==> config.mk <==
export PLATFORM = sky130hd
export DESIGN_NAME = battle_round_ctrl
export DESIGN_NICKNAME = d
export VERILOG_FILES = /design/src/rtl/battle_round_ctrl.sv
export SDC_FILE = /design/constraint.sdc
export NUM_CORES = 1
export LEC_CHECK = 0
export ABC_AREA = 0
export CAP_MARGIN = 20
export CELL_PAD_IN_SITES_DETAIL_PLACEMENT = 1
export CELL_PAD_IN_SITES_GLOBAL_PLACEMENT = 2
export CORE_UTILIZATION = 33
export DETAILED_ROUTE_END_ITERATION = 8
export PLACE_DENSITY = 0.82
export SYNTH_ARGS = -nofsm -noshare
export SYNTH_HDL_FRONTEND = slang
export SYNTH_SLANG_ARGS = --single-unit
==> constraint.sdc <==
create_clock -name clk -period 2.9 [get_ports clk]
set_clock_uncertainty 0.15 [all_clocks]
set_input_delay 0.725 -clock clk [delete_from_list [all_inputs] [get_ports clk]]
set_output_delay 0.725 -clock clk [all_outputs]
set_load 0.01 [all_outputs]
==> src/rtl/battle_round_ctrl.sv <==
// Per-frame combat sequencer: starts a damage summation, waits for the result,
// applies both totals to the base HP values with saturation and detects game end.
module battle_round_ctrl #(
    parameter int P_MAX_HP  = 1000,
    parameter int P_TIMEOUT = 64
) (
    input  logic        clk,
    input  logic        rst,
    input  logic        frameTick,
    input  logic        newGame,
    input  logic        calcDone,
    input  logic [11:0] totalUnitDamage,
    input  logic [11:0] totalEnemyDamage,
    output logic        calcStart,
    output logic        calcAck,
    output logic [11:0] playerHP,
    output logic [11:0] enemyHP,
    output logic [7:0]  roundCount,
    output logic        gameOver,
    output logic        playerWon,
    output logic        overrun,
    output logic        calcErr
);

    localparam int CW = (P_TIMEOUT > 1) ? $clog2(P_TIMEOUT) : 1;
    localparam logic [11:0]   MAX_HP    = 12'(P_MAX_HP);
    localparam logic [CW-1:0] WAIT_LAST = CW'(P_TIMEOUT - 1);

    typedef enum logic [6:0] {
        IDLE  = 7'b0000001,
        START = 7'b0000010,
        WAIT  = 7'b0000100,
        APPLY = 7'b0001000,
        ACK   = 7'b0010000,
        CHECK = 7'b0100000,
        OVER  = 7'b1000000
    } stateType;

    stateType       state, nextState;
    logic [CW-1:0]  waitCnt;
    logic [11:0]    unitDmgLatched, enemyDmgLatched;
    logic           anyZero;

    assign anyZero   = (playerHP == 12'd0) || (enemyHP == 12'd0);
    assign calcStart = (state == START);
    assign calcAck   = (state == ACK);
    assign gameOver  = (state == OVER);

    always_ff @(posedge clk or posedge rst) begin
        if (rst) begin
            state <= IDLE;
        end else begin
            state <= nextState;
        end
    end

    // Any code outside the seven one-hot values falls back to IDLE.
    always_comb begin
        nextState = state;
        case (state)
            IDLE:    if (!newGame && frameTick) nextState = START;
            START:   nextState = WAIT;
            WAIT: begin
                if (calcDone)                  nextState = APPLY;
                else if (waitCnt == WAIT_LAST) nextState = IDLE;
            end
            APPLY:   nextState = ACK;
            ACK:     nextState = CHECK;
            CHECK:   nextState = anyZero ? OVER : IDLE;
            OVER:    if (newGame) nextState = IDLE;
            default: nextState = IDLE;
        endcase
    end

    // Totals are captured on Done so the datapath may drop them before APPLY.
    always_ff @(posedge clk or posedge rst) begin
        if (rst) begin
            playerHP        <= MAX_HP;
            enemyHP         <= MAX_HP;
            roundCount      <= 8'd0;
            waitCnt         <= '0;
            playerWon       <= 1'b0;
            overrun         <= 1'b0;
            calcErr         <= 1'b0;
            unitDmgLatched  <= 12'd0;
            enemyDmgLatched <= 12'd0;
        end else begin
            if (frameTick && (state != IDLE) && (state != OVER)) begin
                overrun <= 1'b1;
            end
            case (state)
                IDLE, OVER: begin
                    if (newGame) begin
                        playerHP   <= MAX_HP;
                        enemyHP    <= MAX_HP;
                        roundCount <= 8'd0;
                        overrun    <= 1'b0;
                        calcErr    <= 1'b0;
                        playerWon  <= 1'b0;
                    end
                end
                START: waitCnt <= '0;
                WAIT: begin
                    if (calcDone) begin
                        unitDmgLatched  <= totalUnitDamage;
                        enemyDmgLatched <= totalEnemyDamage;
                    end else begin
                        waitCnt <= waitCnt + 1'b1;
                        if (waitCnt == WAIT_LAST) calcErr <= 1'b1;
                    end
                end
                APPLY: begin
                    enemyHP  <= (enemyHP  > unitDmgLatched)  ? enemyHP  - unitDmgLatched  : 12'd0;
                    playerHP <= (playerHP > enemyDmgLatched) ? playerHP - enemyDmgLatched : 12'd0;
                    if (roundCount != 8'd255) roundCount <= roundCount + 8'd1;
                end
                CHECK: begin
                    if (anyZero) playerWon <= (enemyHP == 12'd0) && (playerHP != 12'd0);
                end
                default: ;
            endcase
        end
    end

endmodule

# Word-level counts from Yosys, hierarchy flattened
# Cells that the tools add are included.
# W data, S select, Z words.
# word_totals
word_cells	81
out_inout_bits	38
in_bits	29
register_bits	72
# classes
n_lt_le_gt_ge	2
muxes	25
n_reduce_logical	21
add_sub_neg	4
n_eq_ne	19
# op_table
operator	n
$pmux W7 S7	1
$pmux W12 S2	2
$mux W12	3
$mux W7	5
$gt A12 B12 Y1	2
$logic_not A12 Y1	2
$sub A12 B12 Y12	2
$mux W8	2
$pmux W8 S2	1
$ne A2 B2 Y1 const B	7
$pmux W6 S2	1
$reduce_bool A12 Y1	1
$reduce_and A3 Y1	3
$add A8 B1 Y8 const B	1
$ne A8 B8 Y1 const B	1
$reduce_bool A2 Y1	4
$eq A7 B1 Y1 const B	1
$eq A7 B2 Y1 const B	1
$eq A7 B3 Y1 const B	1
$eq A7 B4 Y1 const B	1
$eq A7 B5 Y1 const B	1
$eq A7 B6 Y1 const B	1
$eq A7 B7 Y1 const B	1
$mux W1	7
13 further kinds	19

# Logic depth before layout (Yosys ltp)
# depth
depth_word	6
mapped_depth	11
depth_no_buf	10

# Worst setup path after synthesis
# Ideal clock, no wire load.
# synth_timing
kind	reg-to-reg
from	register enemyHP[0]
to	register enemyHP[11]
setup_ps	122
arrival_ps	2209
required_time_ps	2628
slack_ps	419
path_stages_with_launch	11
synth_period_minus_slack_ps	2481
path_buffers	0
path_cell_list	dfrtp_1 -> inv_1 -> ha_1 -> inv_1 -> fa_1 -> a21o_1 -> a21o_1 -> a211oi_1 -> a221oi_1 -> and2_1 -> a32o_1
# synth_via
elab_chain_cells	3
elab_cells_between_ends	4
cone_classes	add/sub (1); order compare (1); mux (2)
# synth_rtl
element	line	source
from (decl)	17	output logic [11:0] enemyHP,
from (signal assigned)	113	enemyHP <= (enemyHP > unitDmgLatched) ? enemyHP - unitDmgLatched : 12'd0;
$sub A12 B12 Y12 / $gt A12 B12 Y1 (equally long branches)	113	
$mux W12 (*)	113	
$pmux W12 S2 (*)	91	case (state)
# Every way passes the cells marked *; elsewhere a longest branch is shown, timed or not.
# A chain may end at the register's enable or synchronous reset.

# Worst setup path in the final report
# layout_timing
from	register state[3]
to	output calcAck
# layout_via
elab_chain_cells	1
# layout_rtl
element	line	source
from (decl)	39	stateType state, nextState;
from (signal assigned)	53	state <= nextState;
$eq A7 B5 Y1	46	assign calcAck = (state == ACK);
to (decl)	15	output logic calcAck,
# No other way between the ends.

==> results.tsv <==
stage	metric	value	unit
run_status	status	completed	
die	die_x	116.3	µm
logic_synthesis	syn_area	4313	µm²
placement	placed_cell_area	5250	µm²
logic_synthesis	yosys.area_share.simple	0.2080	
worst_setup_path	cp-end-kind	primary output	
die	io_pins	67	
die	initial_core_util	0.3404	
clock_network	clock_latency	340	ps
logic_synthesis	synth_seq_cells	72	
clock_network	cts.sinks	72	
worst_setup_path	worstPathRequired	2030	ps
final_layout	mostFrequentLayoutCell	clkdlybuf4s50_1	
hold_path	min_delay_path_depth	1	
worst_setup_path	r2r-end	enemyHP[11]$_DFFE_PP0P_	
global_routing	grt-ovfl-total	0	
placement	dp.final_hpwl	9.673	mm
timing	hold_violations	0	
placement	gp_congestion	0.8358	
die	std_cell_rows	41	
pwr	switching_power	2.208	mW
timing	finalMaxSlewViolations	0	
worst_setup_path	ff2ff_path_depth	11	
global_routing	antenna_found_initial	0	
worst_setup_path	arrival	1960	ps
final_layout	final_area	5595	µm²
hold_path	hold_path.class	reg -> reg	
route	vias	3807	
final_layout	area_growth	29.74	%
worst_setup_path	critical_path.max_stage_delay	550	ps
die	die_area	13530	µm²
logic_synthesis	synth_compound_area_frac	0.1810	
worst_setup_path	slowest_stage	clkdlybuf4s50_1	
final_layout	drive_above_1_share	0.1064	
placement	numPortBuffers	66	
worst_setup_path	reg2reg_slack	240	ps
logic_synthesis	synth_cell_types	54	
hold_path	min_to	waitCnt[5]$_DFFE_PP0P_	
route	wl_per_cell	17.11	µm
clock_network	cts_max_level	3	
global_routing	grt_max_degree	35	
route	ant_nets	0	
run	maxCapViolations	0	
logic_synthesis	avgSynthCellArea	8.911	µm²
worst_setup_path	worstPathCellList	nor3_2 -> and4b_1 -> clkdlybuf4s50_1	
timing	fin_crit	2838	ps
worst_setup_path	path_depth	3	
worst_setup_path	reg2reg_from	enemyHP[0]$_DFFE_PP0P_	
timing	setup_viol	0	
die	core_region_area	12670	µm²
global_routing	grt_pass1_vias	4069	
pwr	pwr_density_cell	957.1	nW/µm²
route	vias_per_cell	5.173	
route	drt_pass1_iterations	4	
logic_synthesis	synth_mux_area_frac	0.01509	
timing	max_freq	352.3	MHz
worst_setup_path	critPathKind	reg -> out	
timing	fin_hold_ws	342.6	ps
logic_synthesis	async_flop_share	1.000	
global_routing	grt_first_pass_wirelength	21.09	mm
pwr	pwr-share-clk	0.216	
hold_path	hp-start	waitCnt[5]$_DFFE_PP0P_	
clock_network	cts_root_buffer	clkbuf_16	
pwr	intPower	3.148	mW
route	drt_wl_total	12.60	mm
route	drc	0	
logic_synthesis	yosys_warnings	0	
pwr	leakagePower	2.424	nW
worst_setup_path	cp-start-kind	register	
timing	slew_headroom	0.6509	
die	die_h	116.3	µm
worst_setup_path	crit_family	simple AND/OR/NAND/NOR gates	
global_routing	grtUsageTotal	0.2037	
worst_setup_path	critPathBufInv	1	
logic_synthesis	synth_nets	541	
timing	finalCritPeriodShare	0.9788	
final_layout	n_fill_cell	1480	
clock_network	postCtsHoldBufs	0	
clock_network	cts_tree	done	
clock_network	cts_buffer_depth	2	
pwr	power_frac_seq	0.281	
clock_network	cts_buffers	9	
pwr	peakVddDrop	401.4	µV
logic_synthesis	synth_edf_count	0	
pwr	power_switching_share	0.4122	
final_layout	layout_common_cells	clkdlybuf4s50_1 (66), nand2_1 (57), dfrtp_1 (56)	
logic_synthesis	synthAdderAreaFrac	0.08471	
worst_setup_path	crit_fanout	8	
logic_synthesis	yosys.area_share.xor_xnor	0.03858	
logic_synthesis	synth_ff_type	dfrtp_1	
route	drtIter0Drc	125	
pwr	p_comb_frac	0.503	
logic_synthesis	synth_top_family_by_area	simple AND/OR/NAND/NOR gates	
logic_synthesis	ys_seq_area_frac	0.4215	
timing	worst_pin_slew	523.7	ps
clock_network	cts.clk_slew.worst_paths	60	ps
final_layout	nets	616	
final_layout	diodes	0	
logic_synthesis	syn_inst	484	
## what timing repair did
item | CTS | global route
pin swaps | 0 | 1
gates resized for setup | 3 | 3
buffers inserted | 0 | 2
endpoints found under the setup margin | 3 | 2
## flip-flops by register name, indices dropped and copies added, names as in the netlist
name and flops:
enemyDmgLatched 12, enemyHP 12, playerHP 12, unitDmgLatched 12, roundCount 8, state 7, waitCnt 6, calcErr 1
overrun 1, playerWon 1
## through the flow
| stage | instances | setup slack (ps) | setup TNS [ps] | utilization | total power [mW] |
|---|---|---|---|---|---|
| after detailed placement | 718 | 199.1 | 0 | 0.4143 | 4.158 |
| after floorplan | 484 | 221.6 | 0 | - | 3.334 |
| final | 736 | 61.62 | 0 | 0.4416 | 5.355 |
| after CTS | 734 | 17.50 | 0 | 0.4401 | 5.363 |
| after global routing | 736 | -37.58 | -37.58 | 0.4416 | 5.820 |
| after global placement | 718 | 241.4 | 0 | 0.4143 | 4.060 |
## cell type report
type | count | area (µm²) | share of cell area
timing repair buffer | 80 | 803.3 | 0.1436
multi-input combinational | 355 | 2295 | 0.4101
inverter | 41 | 153.9 | 0.02750
tap | 172 | 215.2 | 0.03846
sequential | 72 | 1822 | 0.3256
clock inverter | 5 | 53.80 | 0.009615
clock buffer | 11 | 252.7 | 0.04517
## cells by family (layout without fill, tap and decap cells)
logic type	after synthesis	after routing
simple gates	175	175
buf+inv	57	137
fa+ha+maj	28	28
xor+xnor	19	19
mux	6	6
compound gates	127	127
flops	72	72
## how the worst max path moves through the flow
stage / from / endpoint / slack, ps
finish: state[3]$_DFFE_PP0P_ / calcAck / 60
global route: state[2]$_DFFE_PP0P_ / gameOver / -40
CTS: state[4]$_DFFE_PP0P_ / gameOver / 20
detailed placement: state[4]$_DFFE_PP0P_ / gameOver / 200
global placement: state[4]$_DFFE_PP0P_ / gameOver / 240
floorplan: rst / calcErr$_DFFE_PP0P_ / 220
## synthesized netlist by cell type (all sizes together) (4+ instances only)
| cell type | instances | area share |
|---|---|---|
| and3 | 4 | 0.0058 |
| xnor2 | 12 | 0.024 |
| o31ai | 4 | 0.0070 |
| buf | 6 | 0.0067 |
| mux2 | 4 | 0.010 |
| nand2b | 9 | 0.013 |
| nand3 | 17 | 0.020 |
| o211ai | 6 | 0.010 |
| xor2 | 7 | 0.014 |
| a21oi | 30 | 0.035 |
| nand2 | 57 | 0.050 |
| dfstp | 13 | 0.079 |
| a211oi | 4 | 0.0070 |
| nor2b | 6 | 0.0087 |
| clkbuf | 10 | 0.0087 |
| nand4 | 5 | 0.0073 |
| nor2 | 38 | 0.034 |
| o22ai | 4 | 0.0058 |
| o21ai | 48 | 0.056 |
| ha | 26 | 0.075 |
| a22o | 7 | 0.014 |
| inv | 40 | 0.035 |
| a21o | 5 | 0.0087 |
| nor3 | 11 | 0.013 |
| nor4 | 9 | 0.015 |
| dfrtp | 59 | 0.34 |
## power by group through the flow
| stage | sequential [mW] | combinational (mW) | clock, mW |
|---|---|---|---|
| after floorplan | 1.45 | 1.88 | 0 |
| after detailed placement | 1.51 | 2.65 | 0 |
| after global placement | 1.50 | 2.56 | 0 |
| final | 1.51 | 2.70 | 1.15 |
| after global routing | 1.54 | 3.04 | 1.24 |
| after CTS | 1.51 | 2.66 | 1.19 |
## per-layer routing
| metal | global-route usage | up-vias | share of wire |
|---|---|---|---|
| li1 | - | 1862 | - |
| met1 | 0.2627 | 1877 | 0.47 |
| met2 | 0.3483 | 54 | 0.49 |
| met3 | 0.02958 | 14 | 0.027 |
| met4 | 0.07009 | 0 | 0.016 |
| met5 | 0 | - | 0 |
No activity file was read; power rests on OpenSTA's default activity.
